## config.mk

```make
export PLATFORM = sky130hd
export DESIGN_NAME = seg7_scan_decoder
export DESIGN_NICKNAME = d
export VERILOG_FILES = /design/src/rtl/seg7_pkg.sv /design/src/rtl/seg7_glyph_decode.sv /design/src/rtl/seg7_scan_decoder.sv
export SDC_FILE = /design/constraint.sdc
export NUM_CORES = 1
export LEC_CHECK = 0
export CAP_MARGIN = 25
export CORE_MARGIN = 4
export CORE_UTILIZATION = 40
export CTS_CLUSTER_SIZE = 12
export DETAILED_ROUTE_END_ITERATION = 7
export GPL_ROUTABILITY_DRIVEN = 0
export GPL_TIMING_DRIVEN = 1
export PLACE_DENSITY_LB_ADDON = 0.25
export SLEW_MARGIN = 5
export SYNTH_ARGS = -nofsm -noshare
export SYNTH_HDL_FRONTEND = slang
export SYNTH_SLANG_ARGS = --single-unit
```

## constraint.sdc

```tcl
create_clock -name CLK -period 3.3 [get_ports CLK]
set_input_delay 0.495 -clock CLK [delete_from_list [all_inputs] [get_ports CLK]]
set_output_delay 0.495 -clock CLK [all_outputs]
set_load 0.005 [all_outputs]
```

## src/rtl/seg7_pkg.sv

```systemverilog
// Shared constants and types for the scanned 7-segment display receiver.
package seg7_pkg;

    // Active-low cathode patterns {g,f,e,d,c,b,a} for each decimal digit.
    localparam logic [6:0] GLYPH_0     = 7'b1000000;
    localparam logic [6:0] GLYPH_1     = 7'b1111001;
    localparam logic [6:0] GLYPH_2     = 7'b0100100;
    localparam logic [6:0] GLYPH_3     = 7'b0110000;
    localparam logic [6:0] GLYPH_4     = 7'b0011001;
    localparam logic [6:0] GLYPH_5     = 7'b0010010;
    localparam logic [6:0] GLYPH_6     = 7'b0000010;
    localparam logic [6:0] GLYPH_7     = 7'b1111000;
    localparam logic [6:0] GLYPH_8     = 7'b0000000;
    localparam logic [6:0] GLYPH_9     = 7'b0010000;
    localparam logic [6:0] GLYPH_BLANK = 7'b1111111;

    // Active-low anode selects; digit 0 is the rightmost position.
    localparam logic [3:0] AN_DIG0 = 4'b1110;
    localparam logic [3:0] AN_DIG1 = 4'b1101;
    localparam logic [3:0] AN_DIG2 = 4'b1011;
    localparam logic [3:0] AN_DIG3 = 4'b0111;
    localparam logic [3:0] AN_NONE = 4'b1111;

    typedef enum logic [1:0] {
        COLLECT,
        CONVERT,
        PUBLISH
    } state_e;

    // One recovered display frame; index i of each field is digit position i.
    typedef struct packed {
        logic [3:0][3:0] digits;
        logic [3:0]      dots;
        logic [3:0]      blanks;
    } frame_t;

endpackage

```

## src/rtl/seg7_glyph_decode.sv

```systemverilog
// Maps an active-low cathode pattern back to a BCD digit.
module seg7_glyph_decode
    import seg7_pkg::*;
(
    input  logic [6:0] glyph_i,
    output logic [3:0] digit_o,
    output logic       blank_o,
    output logic       bad_o
);

    // Dark glyph reads as digit 0 with blank set; unknown patterns flag bad.
    always_comb begin
        digit_o = 4'd0;
        blank_o = 1'b0;
        bad_o   = 1'b0;
        case (glyph_i)
            GLYPH_0:     digit_o = 4'd0;
            GLYPH_1:     digit_o = 4'd1;
            GLYPH_2:     digit_o = 4'd2;
            GLYPH_3:     digit_o = 4'd3;
            GLYPH_4:     digit_o = 4'd4;
            GLYPH_5:     digit_o = 4'd5;
            GLYPH_6:     digit_o = 4'd6;
            GLYPH_7:     digit_o = 4'd7;
            GLYPH_8:     digit_o = 4'd8;
            GLYPH_9:     digit_o = 4'd9;
            GLYPH_BLANK: blank_o = 1'b1;
            default:     bad_o   = 1'b1;
        endcase
    end

endmodule

```

## src/rtl/seg7_scan_decoder.sv

```systemverilog
// Recovers four digits and decimal points from a scanned 7-segment bus and
// publishes the binary value once the same frame has been seen enough times.
module seg7_scan_decoder
    import seg7_pkg::*;
#(
    parameter int unsigned SETTLE_CYCLES = 16,
    parameter int unsigned STABLE_FRAMES = 2
) (
    input  logic        CLK,
    input  logic        RESET_N,
    input  logic [11:0] SEG_IN,
    output logic [13:0] BIN_OUT,
    output logic [3:0]  DOT_OUT,
    output logic [3:0]  BLANK_OUT,
    output logic        VALID,
    output logic        ERROR
);

    localparam int unsigned   MW       = $clog2(STABLE_FRAMES + 1);
    localparam logic [15:0]   SETTLE_C = 16'(SETTLE_CYCLES);
    localparam logic [MW-1:0] STABLE_C = MW'(STABLE_FRAMES);

    logic [11:0]   seg_q;
    logic [3:0]    an_prev_q;
    logic [15:0]   cnt_q, cnt_d;
    logic          cap_done_q, cap_done_d;
    logic [3:0][3:0] digits_q;
    logic [3:0]    dots_q, blanks_q, seen_q;
    logic          bad_q;
    frame_t        prev_q, pub_q, snap_q, cur_frame;
    logic          prev_valid_q, pub_valid_q;
    logic [MW-1:0] match_q, match_next;
    state_e        state_q, state_d;
    logic [1:0]    step_q, step_d;
    logic [13:0]   acc_q, acc_d;
    logic [13:0]   bin_q;
    logic [3:0]    dot_q, blank_q;

    logic          an_valid, an_changed, capture;
    logic [1:0]    an_idx;
    logic [3:0]    dec_digit;
    logic          dec_blank, dec_bad;
    logic          frame_done, publish_req;

    seg7_glyph_decode u_glyph (
        .glyph_i (seg_q[6:0]),
        .digit_o (dec_digit),
        .blank_o (dec_blank),
        .bad_o   (dec_bad)
    );

    // Only a single low anode bit selects a digit; idle and multi-hot are ignored.
    always_comb begin
        an_valid = 1'b1;
        an_idx   = 2'd0;
        case (seg_q[11:8])
            AN_DIG0: an_idx = 2'd0;
            AN_DIG1: an_idx = 2'd1;
            AN_DIG2: an_idx = 2'd2;
            AN_DIG3: an_idx = 2'd3;
            default: an_valid = 1'b0;
        endcase
    end

    assign an_changed = (seg_q[11:8] != an_prev_q);

    // Settle counter: one capture per dwell, when the count first sits at its limit.
    always_comb begin
        cnt_d      = cnt_q;
        cap_done_d = cap_done_q;
        capture    = 1'b0;
        if (!an_valid || an_changed) begin
            cnt_d      = 16'd0;
            cap_done_d = 1'b0;
        end else if (cnt_q != SETTLE_C) begin
            cnt_d = cnt_q + 16'd1;
        end else if (!cap_done_q) begin
            capture    = 1'b1;
            cap_done_d = 1'b1;
        end
    end

    // Frame compare terms, evaluated in the cycle after the fourth capture.
    always_comb begin
        cur_frame.digits = digits_q;
        cur_frame.dots   = dots_q;
        cur_frame.blanks = blanks_q;
        frame_done       = (seen_q == 4'hF);
        if (prev_valid_q && (cur_frame == prev_q)) begin
            match_next = (match_q == STABLE_C) ? match_q : match_q + MW'(1);
        end else begin
            match_next = MW'(1);
        end
        publish_req = frame_done && !bad_q && (match_next == STABLE_C) &&
                      !(pub_valid_q && (cur_frame == pub_q)) && (state_q == COLLECT);
    end

    // Conversion FSM: four multiply-accumulate steps from digit 3 down to digit 0.
    always_comb begin
        state_d = state_q;
        step_d  = step_q;
        acc_d   = acc_q;
        case (state_q)
            COLLECT: begin
                if (publish_req) begin
                    state_d = CONVERT;
                    step_d  = 2'd3;
                    acc_d   = 14'd0;
                end
            end
            CONVERT: begin
                acc_d  = (acc_q << 3) + (acc_q << 1) + {10'd0, snap_q.digits[step_q]};
                step_d = step_q - 2'd1;
                if (step_q == 2'd0) state_d = PUBLISH;
            end
            PUBLISH: state_d = COLLECT;
            default: state_d = COLLECT;
        endcase
    end

    // Input register, anode history and settle counter.
    always_ff @(posedge CLK or negedge RESET_N) begin
        if (!RESET_N) begin
            seg_q      <= 12'hFFF;
            an_prev_q  <= AN_NONE;
            cnt_q      <= 16'd0;
            cap_done_q <= 1'b0;
        end else begin
            seg_q      <= SEG_IN;
            an_prev_q  <= seg_q[11:8];
            cnt_q      <= cnt_d;
            cap_done_q <= cap_done_d;
        end
    end

    // Digit capture, frame completion and stability tracking.
    always_ff @(posedge CLK or negedge RESET_N) begin
        if (!RESET_N) begin
            digits_q     <= '0;
            dots_q       <= 4'd0;
            blanks_q     <= 4'd0;
            seen_q       <= 4'd0;
            bad_q        <= 1'b0;
            prev_q       <= '0;
            prev_valid_q <= 1'b0;
            match_q      <= '0;
            pub_q        <= '0;
            pub_valid_q  <= 1'b0;
            snap_q       <= '0;
        end else begin
            if (capture) begin
                digits_q[an_idx] <= dec_digit;
                dots_q[an_idx]   <= ~seg_q[7];
                blanks_q[an_idx] <= dec_blank;
                seen_q[an_idx]   <= 1'b1;
                if (dec_bad) bad_q <= 1'b1;
            end
            if (frame_done) begin
                seen_q <= 4'd0;
                bad_q  <= 1'b0;
                if (bad_q) begin
                    match_q <= '0;
                end else begin
                    match_q      <= match_next;
                    prev_q       <= cur_frame;
                    prev_valid_q <= 1'b1;
                end
            end
            if (publish_req) begin
                pub_q       <= cur_frame;
                pub_valid_q <= 1'b1;
                snap_q      <= cur_frame;
            end
        end
    end

    // FSM state, accumulator and held output registers.
    always_ff @(posedge CLK or negedge RESET_N) begin
        if (!RESET_N) begin
            state_q <= COLLECT;
            step_q  <= 2'd0;
            acc_q   <= 14'd0;
            bin_q   <= 14'd0;
            dot_q   <= 4'd0;
            blank_q <= 4'd0;
        end else begin
            state_q <= state_d;
            step_q  <= step_d;
            acc_q   <= acc_d;
            if (state_q == PUBLISH) begin
                bin_q   <= acc_q;
                dot_q   <= snap_q.dots;
                blank_q <= snap_q.blanks;
            end
        end
    end

    // New values appear in the PUBLISH cycle itself and are held afterwards.
    assign VALID     = (state_q == PUBLISH);
    assign BIN_OUT   = VALID ? acc_q : bin_q;
    assign DOT_OUT   = VALID ? snap_q.dots : dot_q;
    assign BLANK_OUT = VALID ? snap_q.blanks : blank_q;
    assign ERROR     = frame_done && bad_q;

endmodule

```

### After elaboration in Yosys (flattened, before gate mapping)

Index checks and enable logic that the tools add are counted.

* $add $sub $neg: 5
* magnitude comparators: 3
* eq/ne operators: 27
* multiplexer cells: 38
* bitwise logic cells: 3
* reductions and logical operators: 24

Operators with widths (count)
* $eq 24x24->1: 2
* $pmux 4 s9: 1
* $mux 16: 2
* $eq 7x7->1 const B: 4
* $mux 14: 2
* $pmux 14 s2: 1
* $mux 4: 6
* $eq 7x5->1 const B: 3
* $add 16x1->16 const B: 1
* $bwmux 16: 1
* $eq 4x4->1 const B: 4
* $ne 16x5->1 const B: 1
* $add 14x14->14: 1
* $add 14x4->14: 1
* $eq 7x6->1 const B: 2
* $mux 2: 6
* $mux 1: 11
* $reduce_or 11->1: 1
* $bmux 4 s2: 1
* $bwmux 4: 2
* $demux 4 s2: 1
* $logic_and 1x1->1: 8
* $pmux 2 s2: 2
* $reduce_and 2->1: 4
* 21 further kinds: 32

* register bits: 154
* bits of input ports: 14
* output and inout port bits: 24
* word-level logic and storage cells: 133

### Depth between registers and ports, before layout

* depth in word-level cells: 9
* mapped depth: 11
* mapped depth without buffers: 10

### Modules after synthesis

A second synthesis with hierarchy kept.

* cells, all modules: 607
* area total of the unflattened synthesis: 7553.5 sq um

By module, submodules not included
* seg7_scan_decoder: times used 1, cells an instance 579, area each 7362.1 sq um, seq. area each 3873.7 sq um
* seg7_glyph_decode: times used 1, cells an instance 28, area each 191.4 sq um, seq. area each 0.0 sq um

### Least setup slack after synthesis

No wires, ideal clock.

* path type: register -> register
* start: register step_q[0]
* end: register acc_q[12]
* setup time: 0.135 ns
* arrival: 2.928 ns
* required time: 3.165 ns
* path slack: 0.237 ns
* cell stages (with the launch flop): 11
* buffers on the path: 1
* clock period less this slack: 3.063 ns
* path through: dfrtp_1 -> clkbuf_1 -> mux4_2 -> ha_1 -> ha_1 -> fa_1 -> a211oi_1 -> o21ai_0 -> a41oi_1 -> xor2_1 -> o22ai_1

* word-level cells in the longest chain between the ends: 4

Ends and longest elaborated chain
* from (decl): line seg7_scan_decoder.sv:34 `logic [1:0] step_q, step_d;`
* from (signal assigned): line seg7_scan_decoder.sv:188 `step_q <= step_d;`
* $bmux 4 s2: line seg7_scan_decoder.sv:112 `acc_d = (acc_q << 3) + (acc_q << 1) + {10'd0, snap_q.digits[step_q]};`
* $mux 4 (implied by the code): line seg7_scan_decoder.sv:112
* $add 14x4->14: line seg7_scan_decoder.sv:112
* $pmux 14 s2: line seg7_scan_decoder.sv:103 `case (state_q)`
* to (signal assigned): line seg7_scan_decoder.sv:182 `acc_q <= 14'd0;`
* to (signal assigned): line seg7_scan_decoder.sv:189 `acc_q <= acc_d;`
* to (decl): line seg7_scan_decoder.sv:35 `logic [13:0] acc_q, acc_d;`

Every way passes these cells. The select of a mux whose other input is x is not followed.
A chain may end at the register's enable or synchronous reset.

### Final worst setup path

Ends and elaborated chain as after synthesis.

==> Flow_metrics.wiki <==
{| class="wikitable"
! Metric !! Value
|-
| TritonCTS clock tree || done
|-
| Length of the first detailed-routing pass in iterations || 4
|-
| Remaining number of nets flagged by the antenna check after routing || 0
|-
| Pin count of the biggest net entering global routing || 78
|-
| Run status || complete, no violations
|-
| Top-level port count || 38
|-
| Overall via count from detail_route || 4983
|-
| Multi-input combinational cell area || 0.00341 mm²
|-
| Top cells by area in the synthesized netlist || sky130_fd_sc_hd__dfrtp_1, sky130_fd_sc_hd__mux2_2, sky130_fd_sc_hd__dfstp_2
|-
| Number of buffers inserted during clock tree synthesis || 17
|-
| Fin crit period || 3.04 ns
|-
| Synthesized cell area || 0.00753 mm²
|-
| IR drop worst, VDD || 0.390 mV
|-
| Post-route setup slack || 0.261 ns
|-
| Area share of the leading cell type in the synthesized netlist || 0.459
|-
| HP Class || input pin to async pin
|-
| CTS root buf || sky130_fd_sc_hd__clkbuf_16
|-
| Full die area || 0.0211 mm²
|-
| Post-synthesis sequential area ratio || 0.514
|-
| Avg WL per Cell || 16.7 µm
|-
| Sort of element at the end of the critical path || flop
|-
| Via count of the first global-routing pass || 5114
|-
| Number of max-cap violations || 0
|-
| Final design instance area without fill || 0.00874 mm²
|-
| Post-synth ARST share || 1.00
|-
| Achievable frequency || 329 MHz
|-
| Flip-flop and latch area || 0.00387 mm²
|-
| Floorplan Core Area || 0.0182 mm²
|-
| Clk slew on worst S/H paths || 0.06 ns
|-
| Maximum buffer depth of the clock tree || 2
|-
| Critical Path RT || 3.59 ns
|-
| Total track usage || 0.152
|-
| Post-CTS setup buffers || 0
|-
| Critical path data arrival time || 3.32 ns
|-
| Register bit total from synthesis || 154
|-
| Mean area per synthesized cell || 11.8 µm²
|-
| DRC Markers || 0
|-
| Initial antenna violation count || 0
|-
| Fin Setup TNS || 0 ns
|-
| Post-Route Skew || 0.0119 ns
|-
| Height of the die || 145 µm
|-
| Top_reg_cell synth || sky130_fd_sc_hd__dfrtp_1
|-
| Number of synthesis warnings || 0
|-
| Hpwl dp || 10900 µm
|-
| Power per cell area || 446 mW/mm²
|-
| Period utilisation layout || 0.921
|-
| Smallest hold slack || 0.0802 ns
|-
| Number of hold violations in the final report || 0
|-
| Crit-path max FO || 6
|-
| Post-synthesis net count || 679
|-
| Number of max-slew violations in the final report || 0
|-
| Drt via density || 5.40
|-
| Standby leakage power || 4.05 nW
|-
| Wirelength, routed || 15400 µm
|-
| TritonCTS sink count || 154
|-
| Placed Area || 0.00815 mm²
|-
| Total of endpoints with negative setup slack in the final report || 0
|-
| Setup repair after global routing missed its margin || no
|-
| Number of standard cells after synthesis || 637
|-
| Startpoint Class || flop
|-
| Source-to-sink clock delay at the later pin of the worst-skew pair || 0.43 ns
|-
| DRT iter0 DRCs || 247
|-
| Antenna cells || 0
|-
| Leading area contributor after synthesis || sky130_fd_sc_hd__dfrtp_1
|-
| Starting utilization of the core area || 0.414
|-
| Number of input and output port buffers inserted || 37
|-
| Cts-stage hold buffer count || 0
|-
| Number of filler cells placed in the layout || 1610
|-
| Slew at the pin with the worst max-slew slack || 0.990 ns
|-
| Share of layout cells above drive strength 1 || 0.209
|-
| Total global routing overflow || 0
|-
| Overall die width || 145 µm
|-
| Number of cell rows || 49
|-
| Signed area change from the synthesized netlist to the final layout || 16.0%
|-
| Final layout net count || 722
|-
| Global-route wire length before repair || 26000 µm
|-
| Maximum level of the CTS H-tree || 4
|-
| Post-placement setup slack || 0.113 ns
|-
| Post-synth EDFFs || 0
|-
| Critical path type || flop to flop
|-
| Max_slew headroom || 0.339
|-
| Number of library cell types mapped by synthesis || 62
|}
final timing paths:
kind	start	end	slack, ns	depth (start not counted)
worst min register to register	seg_q[9]$_DFF_PN1_	an_prev_q[1]$_DFF_PN1_	0.40	0
worst max-delay path	step_q[0]$_DFFE_PN0P_	acc_q[12]$_DFFE_PN0P_	0.26	9
worst min-delay path	RESET_N	bin_q[7]$_DFF_PN0_	0.08	1
worst max register to register	step_q[0]$_DFFE_PN0P_	acc_q[12]$_DFFE_PN0P_	0.26	9
min in group CLK	seg_q[9]$_DFF_PN1_	an_prev_q[1]$_DFF_PN1_	0.40	0
max in group asynchronous	RESET_N	seg_q[7]$_DFF_PN1_	2.34	2
cells in the final DEF (no fill, tap or decap), types with 21 or more instances in the layout:
master,netlist,routed
sky130_fd_sc_hd__clkdlybuf4s50_1,0,36
sky130_fd_sc_hd__nor2_1,22,21
sky130_fd_sc_hd__ha_1,26,26
sky130_fd_sc_hd__o21ai_0,25,25
sky130_fd_sc_hd__xnor2_1,44,44
sky130_fd_sc_hd__xor2_1,27,27
sky130_fd_sc_hd__dfrtp_1,138,137
sky130_fd_sc_hd__inv_1,31,31
sky130_fd_sc_hd__mux2_2,71,71
sky130_fd_sc_hd__nand2_1,45,45
synthesized netlist by cell type (2+ instances only):
cell type,count
sky130_fd_sc_hd__a211oi_1,3
sky130_fd_sc_hd__a21o_1,6
sky130_fd_sc_hd__a21oi_1,18
sky130_fd_sc_hd__a31oi_1,2
sky130_fd_sc_hd__and2_1,2
sky130_fd_sc_hd__and3_1,4
sky130_fd_sc_hd__and4_1,4
sky130_fd_sc_hd__and4b_1,2
sky130_fd_sc_hd__buf_2,2
sky130_fd_sc_hd__buf_4,2
sky130_fd_sc_hd__buf_6,5
sky130_fd_sc_hd__clkbuf_1,14
sky130_fd_sc_hd__dfrtp_1,138
sky130_fd_sc_hd__dfstp_2,16
sky130_fd_sc_hd__fa_1,2
sky130_fd_sc_hd__ha_1,26
sky130_fd_sc_hd__inv_1,31
sky130_fd_sc_hd__mux2_1,2
sky130_fd_sc_hd__mux2_2,71
sky130_fd_sc_hd__mux2i_1,10
sky130_fd_sc_hd__mux4_2,4
sky130_fd_sc_hd__nand2_1,45
sky130_fd_sc_hd__nand2b_1,3
sky130_fd_sc_hd__nand3_1,16
sky130_fd_sc_hd__nand3b_1,3
sky130_fd_sc_hd__nand4_1,15
sky130_fd_sc_hd__nand4b_1,2
sky130_fd_sc_hd__nor2_1,22
sky130_fd_sc_hd__nor2b_1,6
sky130_fd_sc_hd__nor3_1,9
sky130_fd_sc_hd__nor4_1,9
sky130_fd_sc_hd__o2111ai_1,3
sky130_fd_sc_hd__o211ai_1,3
sky130_fd_sc_hd__o21ai_0,25
sky130_fd_sc_hd__o21bai_1,3
sky130_fd_sc_hd__o22ai_1,7
sky130_fd_sc_hd__o31ai_1,5
sky130_fd_sc_hd__or3_1,4
sky130_fd_sc_hd__xnor2_1,44
sky130_fd_sc_hd__xor2_1,27
per-layer routing:
layer | track usage | up-vias | wire [µm]
met5 | 0 | - | 0
met4 | 0.0451 | 0 | 200
met3 | 0.0408 | 21 | 578
met2 | 0.249 | 92 | 7380
met1 | 0.199 | 2525 | 7200
li1 | - | 2345 | -
stage by stage:
step / instances / util / power [mW]
after floorplan: 637 / - / 1.98
final: 922 / 0.480 / 3.90
after global placement: 888 / 0.447 / 2.03
after global routing: 922 / 0.480 / 4.04
after CTS: 922 / 0.480 / 3.95
after detailed placement: 890 / 0.448 / 2.04
final cells by class:
type,instances,share of cell area
Multi-Input combinational cell,428,0.391
Sequential cell,154,0.443
Timing Repair Buffer,48,0.0534
Inverter,31,0.0133
Clock buffer,21,0.0538
Tap cell,229,0.0328
Clock inverter,11,0.0126
where the power goes:
group	switching (mW)	leakage [nW]	internal, mW
sequential	0.0149	2.10	1.91
clock	0.795	0.277	1.11
combinational	0.0513	1.67	0.0273
sequential cells by signal, indices dropped and copies added, names as in the netlist:
signal	cells
dot_q	4
prev_q	24
pub_valid_q	1
blanks_q	4
match_q	2
step_q	2
snap_q	24
seg_q	12
cnt_q	16
bad_q	1
prev_valid_q	1
state_q	2
cur_frame	16
an_prev_q	4
cap_done_q	1
acc_q	14
blank_q	4
seen_q	4
dots_q	4
bin_q	14
critical path, stage by stage, from the launching register on:
cell and delay (ns):
sky130_fd_sc_hd__dfrtp_2 0.45, sky130_fd_sc_hd__mux4_2 0.53, sky130_fd_sc_hd__ha_1 0.29, sky130_fd_sc_hd__ha_1 0.24, sky130_fd_sc_hd__fa_1 0.44, sky130_fd_sc_hd__a211oi_2 0.27, sky130_fd_sc_hd__o21ai_0 0.16, sky130_fd_sc_hd__a41oi_1 0.26
sky130_fd_sc_hd__xor2_1 0.18, sky130_fd_sc_hd__o22ai_1 0.09
logic make-up (layout without fill, tap and decap cells):
group / count (synthesis) / count (layout) / synth area share
flops: 154 / 154 / 0.514
compound gates: 88 / 88 / 0.0774
mux: 88 / 88 / 0.136
fa+ha+maj: 28 / 28 / 0.0485
buf+inv: 55 / 111 / 0.0337
xor+xnor: 71 / 71 / 0.0826
simple gates: 153 / 153 / 0.107
timing repair:
item	in CTS	in global routing
setup endpoints to repair	0	1
hold endpoints to repair	0	0
resized for setup	0	2
(Power assumes the default switching activity.)
